<file path="config.mk">
export PLATFORM = sky130hd
export DESIGN_NAME = div_unit_flat
export DESIGN_NICKNAME = d
export VERILOG_FILES = /design/src/rtl/div_if.sv /design/src/rtl/div_unit.sv /design/src/flat_wrapper.sv
export SDC_FILE = /design/constraint.sdc
export NUM_CORES = 1
export LEC_CHECK = 0
export BUFFER_PORTS_ARGS = -buffer_cell sky130_fd_sc_hd__buf_2
export CORE_AREA = 5 5 164 166
export CTS_CLUSTER_DIAMETER = 80
export CTS_CLUSTER_SIZE = 24
export DETAILED_ROUTE_END_ITERATION = 8
export DIE_AREA = 0 0 169 171
export PLACE_DENSITY = 0.62
export SYNTH_ARGS = -nofsm -noshare
export SYNTH_HDL_FRONTEND = slang
export SYNTH_SLANG_ARGS = --single-unit
</file>
<file path="constraint.sdc">
create_clock -name clk -period 3.95 [get_ports clk]
set_input_delay 0.5925 -clock clk [delete_from_list [all_inputs] [get_ports clk]]
set_output_delay 0.5925 -clock clk [all_outputs]
set_load 0.02 [all_outputs]
</file>
<file path="src/rtl/div_if.sv">
// Operand/result bundle between the execute stage (master) and div_unit (slave).
// Handshake: the master raises start_i with operands valid and holds it until it
// sees ready_o; operands are captured on the first accepting edge and later changes
// are ignored. ready_o with result_o stays up while start_i remains high; dropping
// start_i releases the unit back to idle on the next edge.
interface div_if #(
  parameter int WIDTH = 32
);
  logic                   signed_div_i;
  logic [WIDTH-1:0]       opdata1_i;
  logic [WIDTH-1:0]       opdata2_i;
  logic                   start_i;
  logic                   annul_i;
  logic [2*WIDTH-1:0]     result_o;
  logic                   ready_o;

  modport master (
    output signed_div_i, opdata1_i, opdata2_i, start_i, annul_i,
    input  result_o, ready_o
  );

  modport slave (
    input  signed_div_i, opdata1_i, opdata2_i, start_i, annul_i,
    output result_o, ready_o
  );
endinterface

</file>
<file path="src/rtl/div_unit.sv">
// Multi-cycle restoring radix-2 divider, one quotient bit per clock.
// result_o = {remainder, quotient}. Signed operands are divided as magnitudes and
// the signs are fixed up when the result is registered.
// Optional feature: define DIV_ANNUL_EN to let annul_i abort an operation in flight
// and block acceptance while idle; without it annul_i is ignored.
module div_unit #(
  parameter int WIDTH = 32
) (
  input  logic       clk,
  input  logic       rst,
  div_if.slave       bus,
  output logic [1:0] dbg_state
);

  localparam int CW = $clog2(WIDTH + 1);

  typedef enum logic [1:0] {
    FREE   = 2'd0,
    BYZERO = 2'd1,
    ON     = 2'd2,
    END    = 2'd3
  } div_state_e;

  div_state_e          state;
  logic [CW-1:0]       cnt;
  logic [WIDTH-1:0]    dvd;      // dividend magnitude, quotient bits shift in from the bottom
  logic [WIDTH-1:0]    dsr;      // divisor magnitude
  logic [WIDTH-1:0]    rem;      // partial remainder
  logic                neg_q;
  logic                neg_r;
  logic [2*WIDTH-1:0]  result_q;
  logic                ready_q;

  logic                annul_act;
  logic [WIDTH-1:0]    a_mag;
  logic [WIDTH-1:0]    b_mag;
  logic [WIDTH:0]      rem_sh;
  logic                keep;
  logic [WIDTH-1:0]    diff;
  logic [WIDTH-1:0]    rem_nxt;
  logic [WIDTH-1:0]    q_fin;
  logic [WIDTH-1:0]    r_fin;

`ifdef DIV_ANNUL_EN
  assign annul_act = bus.annul_i;
`else
  logic unused_annul;
  assign annul_act    = 1'b0;
  assign unused_annul = bus.annul_i;
`endif

  assign bus.result_o = result_q;
  assign bus.ready_o  = ready_q;
  assign dbg_state    = state;

  // Operand magnitudes, sign-corrected results and one restoring step.
  // The shifted remainder needs WIDTH+1 bits; after a kept subtraction it is
  // below the divisor again, so the low WIDTH bits of the difference suffice.
  always_comb begin
    a_mag   = (bus.signed_div_i && bus.opdata1_i[WIDTH-1]) ? (~bus.opdata1_i + 1'b1) : bus.opdata1_i;
    b_mag   = (bus.signed_div_i && bus.opdata2_i[WIDTH-1]) ? (~bus.opdata2_i + 1'b1) : bus.opdata2_i;
    rem_sh  = {rem, dvd[WIDTH-1]};
    keep    = (rem_sh >= {1'b0, dsr});
    diff    = rem_sh[WIDTH-1:0] - dsr;
    rem_nxt = keep ? diff : rem_sh[WIDTH-1:0];
    q_fin   = neg_q ? (~dvd + 1'b1) : dvd;
    r_fin   = neg_r ? (~rem + 1'b1) : rem;
  end

  // Control FSM with datapath registers and registered outputs.
  always_ff @(posedge clk or negedge rst) begin
    if (!rst) begin
      state    <= FREE;
      cnt      <= '0;
      dvd      <= '0;
      dsr      <= '0;
      rem      <= '0;
      neg_q    <= 1'b0;
      neg_r    <= 1'b0;
      result_q <= '0;
      ready_q  <= 1'b0;
    end else begin
      case (state)
        FREE: begin
          ready_q  <= 1'b0;
          result_q <= '0;
          if (bus.start_i && !annul_act) begin
            dvd   <= a_mag;
            dsr   <= b_mag;
            rem   <= '0;
            cnt   <= '0;
            neg_q <= bus.signed_div_i & (bus.opdata1_i[WIDTH-1] ^ bus.opdata2_i[WIDTH-1]);
            neg_r <= bus.signed_div_i & bus.opdata1_i[WIDTH-1];
            state <= (bus.opdata2_i == '0) ? BYZERO : ON;
          end
        end
        BYZERO: begin
          if (annul_act) begin
            state <= FREE;
          end else begin
            result_q <= '0;
            ready_q  <= 1'b1;
            state    <= END;
          end
        end
        ON: begin
          if (annul_act) begin
            state <= FREE;
          end else if (cnt == CW'(WIDTH)) begin
            result_q <= {r_fin, q_fin};
            ready_q  <= 1'b1;
            state    <= END;
          end else begin
            rem <= rem_nxt;
            dvd <= {dvd[WIDTH-2:0], keep};
            cnt <= cnt + 1'b1;
          end
        end
        END: begin
          if (!bus.start_i) begin
            ready_q  <= 1'b0;
            result_q <= '0;
            state    <= FREE;
          end
        end
        default: state <= FREE;
      endcase
    end
  end

endmodule

</file>
<file path="src/flat_wrapper.sv">
// flat-port wrapper written by rule: the top's interface ports become plain ports
module div_unit_flat 
#(
  parameter int WIDTH = 32
)
  (clk, rst, dbg_state, bus_signed_div_i, bus_opdata1_i, bus_opdata2_i, bus_start_i, bus_annul_i, bus_result_o, bus_ready_o);
  div_if #(.WIDTH(WIDTH)) bus_i ();
  input  logic clk;
  input  logic rst;
  output logic [1:0] dbg_state;
  input wire logic [$bits(bus_i.signed_div_i)-1:0] bus_signed_div_i;
  input wire logic [$bits(bus_i.opdata1_i)-1:0] bus_opdata1_i;
  input wire logic [$bits(bus_i.opdata2_i)-1:0] bus_opdata2_i;
  input wire logic [$bits(bus_i.start_i)-1:0] bus_start_i;
  input wire logic [$bits(bus_i.annul_i)-1:0] bus_annul_i;
  output wire logic [$bits(bus_i.result_o)-1:0] bus_result_o;
  output wire logic [$bits(bus_i.ready_o)-1:0] bus_ready_o;
  assign bus_i.signed_div_i = bus_signed_div_i;
  assign bus_i.opdata1_i = bus_opdata1_i;
  assign bus_i.opdata2_i = bus_opdata2_i;
  assign bus_i.start_i = bus_start_i;
  assign bus_i.annul_i = bus_annul_i;
  assign bus_result_o = bus_i.result_o;
  assign bus_ready_o = bus_i.ready_o;
  div_unit #(.WIDTH(WIDTH)) u_core (.clk(clk), .rst(rst), .bus(bus_i), .dbg_state(dbg_state));
endmodule
</file>
==> results.py <==
metrics = {
    "yosys": {
        "synth_nets": 1449,
        "yosys.area_share.simple": 0.192,
        "yosys-mux-area-fraction": 0.00729,
        "syn_inst": 1337,
        "synthTopCellsByArea": "dfrtp_1 (38%), o21ai_0 (7.6%), nand2_1 (7.3%)",
        "synth_top_family_by_area": "compound AO/OA/AOI/OAI gates",
        "synth_edf_count": 0,
        "yosysTopAreaCell": "dfrtp_1",
        "avgSynthCellArea_sq_um": 8.34,
        "synth_top_area_frac": 0.384,
        "synth-adder-area-share": 0.0489,
        "synthFlopType": "dfrtp_1",
        "synth-async-reset-ratio": 1.00,
        "syn-cell-area_sq_mm": 0.0112,
        "synth_compound_area_frac": 0.209,
        "synth_xor_area_frac": 0.115,
        "netlist-cell-type-count": 58,
        "yosysWarnings": 0,
        "ys_seq_area_frac": 0.384,
        "ys_ff_latch": 171,
    },
    "timing": {
        "tns_ps": 0,
        "rsz0062_at_grt": "false",
        "clock.fmax_ghz": 0.279,
        "finalHoldViolCount": 0,
        "skew_ps": 11.4,
        "drv_slew": 0,
        "finalCriticalPeriod_ps": 3580,
        "fin_crit_sh": 0.907,
        "relSlewSlack": 0.315,
        "tightestPinTransition_ps": 1030,
        "finalSetupViolCount": 0,
        "whs_ps": 101,
    },
    "floorplan": {
        "die_area_sq_mm": 0.0289,
        "die_h_um": 171,
        "die_w_um": 169,
        "initial_utilization": 0.438,
        "core-area_sq_mm": 0.0255,
        "io_pins": 136,
        "placementRows": 59,
    },
    "place": {
        "place.gp.congestion": 0.928,
        "detailed_place_hpwl_um": 22600,
        "io_buffers": 134,
    },
    "power": {
        "p_sw_mw": 5.94,
        "power_mw": 11.9,
        "comb_power_share": 0.580,
        "clkPwrFrac": 0.139,
        "p_per_area_mw_per_mm2": 935,
        "sw_frac_of_total": 0.498,
        "seqPwrFrac": 0.281,
        "leakage_nw": 5.82,
        "vdd_drop_max_mv": 0.397,
        "power.internal_mw": 5.98,
    },
    "critical_path": {
        "crit_arrival_ps": 3890,
        "rr_worst_depth": 10,
        "start_kind": "flop",
        "startpoint": "u_core.rem[11]",
        "worstPathRequired_ps": 4250,
        "crit_chain": "ha_1 > a21o_1 > o21bai_1 > a311oi_1 > o21ai_0 > o31a_1 > o41ai_1 > nor2_1 > o31ai_1 > nand3_1",
        "crit_path_max_incr_delay_ps": 610,
        "cp_slowest_cell": "o41ai_1",
        "crit_fanout": 8,
        "critical_path_class": "flop to flop",
        "r2r-start": "u_core.rem[11]",
        "endpoint_kind": "flop",
    },
    "cts": {
        "numCtsBuffers": 17,
        "cts.clk_slew.worst_paths_ps": 70,
        "numClockSinks": 171,
        "cts_resized": 0,
        "tritoncts": "built",
        "clk_latency_ps": 440,
        "postCtsHoldBufs": 0,
        "post_cts_buffers": 0,
        "cts_max_path_buffers": 2,
        "htreeDepth": 4,
        "root_buffer": "clkbuf_16",
    },
    "global_routing": {
        "gr-max-usage-layer": "met1",
        "grt_pass1_vias": 9343,
        "grt_start_max_net_pins": 118,
        "gr-total-overflow": 0,
        "grtUsageMet3": 0.0312,
        "met2_usage": 0.300,
        "antenna_found_initial": 1,
        "grt_pass1_wl_um": 48800,
        "met1_usage": 0.323,
        "grtUsageTotal": 0.206,
    },
    "drt": {
        "wl_um": 29900,
        "drt_iter0_drc": 749,
        "via_per_inst": 5.52,
        "vias": 9857,
        "dr.pass1.iters": 5,
        "wire_per_inst_um": 16.7,
        "route.detailed.drc": 0,
        "ant_nets": 0,
    },
    "final_layout": {
        "nFillCells": 2518,
        "syn_to_final_growth_pct": 14.4,
        "finalNetCount": 1548,
        "drive_gt1_frac": 0.137,
    },
    "worst_hold_path": {
        "hold_class": "primary input to asynchronous set/reset pin",
    },
    "run_status": {
        "outcome": "finished, final reports clean",
    },
    "job": {
        "maxCapViolCount": 0,
    },
}
[sequential cells by signal, summed over array words and instances, names as in the netlist]
signal	cells
u_core.bus.ready_o	1
u_core.bus.result_o	64
u_core.cnt	6
u_core.dbg_state	2
u_core.dsr	32
u_core.dvd	32
u_core.neg_q	1
u_core.neg_r	1
u_core.rem	32
[power by group through the flow]
stage          sequential, mW  combinational, mW  clock (mW)
3_3_place_gp             3.33               6.81           0
4_1_cts                  3.33               6.89        1.69
2_1_floorplan            3.44               4.79           0
6_report                 3.35               6.91        1.66
5_1_grt                  3.47               7.71        1.77
3_5_place_dp             3.37               6.87           0
[critical path, delay by kind of cell, from the launching register on]
family | cells | cell delay [ps]
adder cells (fa/ha/maj) | 1 | 450
AO/OA/AOI/OAI | 7 | 2310
flip-flops | 1 | 470
AND/OR/NAND/NOR | 2 | 230
[per-stage QoR]
stage | util | cell area (sq um) | std cells | worst slack, ps
final | 0.501 | 12800 | 1785 | 367
after global routing | 0.501 | 12800 | 1785 | 162
after CTS | 0.501 | 12800 | 1784 | 449
after detailed placement | 0.478 | 12200 | 1752 | 485
after global placement | 0.478 | 12200 | 1752 | 516
after floorplan | - | 11200 | 1337 | 743
[kinds of logic after synthesis]
family / Yosys count
and+or+nand+nor: 461
adders and majority gates: 43
DFF: 171
xor gates and xnor gates: 146
AOI/OAI and AO/OA: 376
muxes: 8
buffers and inverters: 132
[metal layers]
| metal | wire length, um | vias up |
|---|---|---|
| li1 | - | 4973 |
| met1 | 15200 | 4606 |
| met2 | 12500 | 258 |
| met3 | 1860 | 20 |
| met4 | 321 | 0 |
| met5 | 0 | - |
[cell type report]
cell class	instances	area, sq um	share of cell area
Antenna cell	1	2.50	0.000196
Clock buffer	17	425	0.0333
Clock inverter	15	151	0.0119
Inverter	58	218	0.0171
Multi-Input combinational cell	1034	6410	0.502
Sequential cell	171	4280	0.335
Tap cell	335	419	0.0329
Timing Repair Buffer	154	852	0.0668
[path summary, 6_finish.rpt]
| path | endpoint | slack [ps] |
|---|---|---|
| hold reg to reg | u_core.bus.result_o[34] | 470 |
| max in group asynchronous | u_core.dvd[15] | 2850 |
| hold / removal | u_core.cnt[2] | 100 |
| min in group clk | u_core.dsr[31] | 460 |
| setup reg to reg | u_core.rem[31] | 370 |
| setup / recovery | u_core.rem[31] | 370 |
[cells in the mapped netlist, types with 6 or more instances]
master and count:
nand2_1 216, dfrtp_1 171, o21ai_0 169, xor2_1 77, xnor2_1 69, clkbuf_1 66, nand3_1 66, nor2_1 62
a21oi_1 59, inv_1 58, ha_1 42, a22oi_1 26, o31ai_1 25, o41ai_1 19, or3_1 18, nand4_1 14
nor3_1 14, o311ai_0 14, a21o_1 12, a31oi_1 12, and3_1 12, or4_1 12, nor2b_1 10, nor4_1 10
nand2b_1 9, mux2i_1 7, buf_1 6, o21bai_1 6
[cell usage in the layout (no fill, tap or decap), drive strengths merged, types with 4 or more instances in the layout]
master,netlist,final
nand2,216,216
dfrtp,171,171
o21ai,169,169
buf,8,154
xor2,77,77
xnor2,69,69
nand3,66,66
inv,58,66
nor2,62,62
a21oi,59,59
ha,42,42
o31ai,27,27
a22oi,26,26
o41ai,19,19
or3,18,18
clkbuf,66,17
or4,15,15
nor3,14,14
nand4,14,14
o311ai,14,14
and3,12,12
a21o,12,12
a31oi,12,12
nor4,10,10
nor2b,10,10
nand2b,9,9
mux2i,7,7
o21bai,6,6
nor3b,4,4
and2,4,4
a221o,4,4
o211ai,4,4
clkinv,0,4
Note: power is estimated with default switching activity, not from simulation.
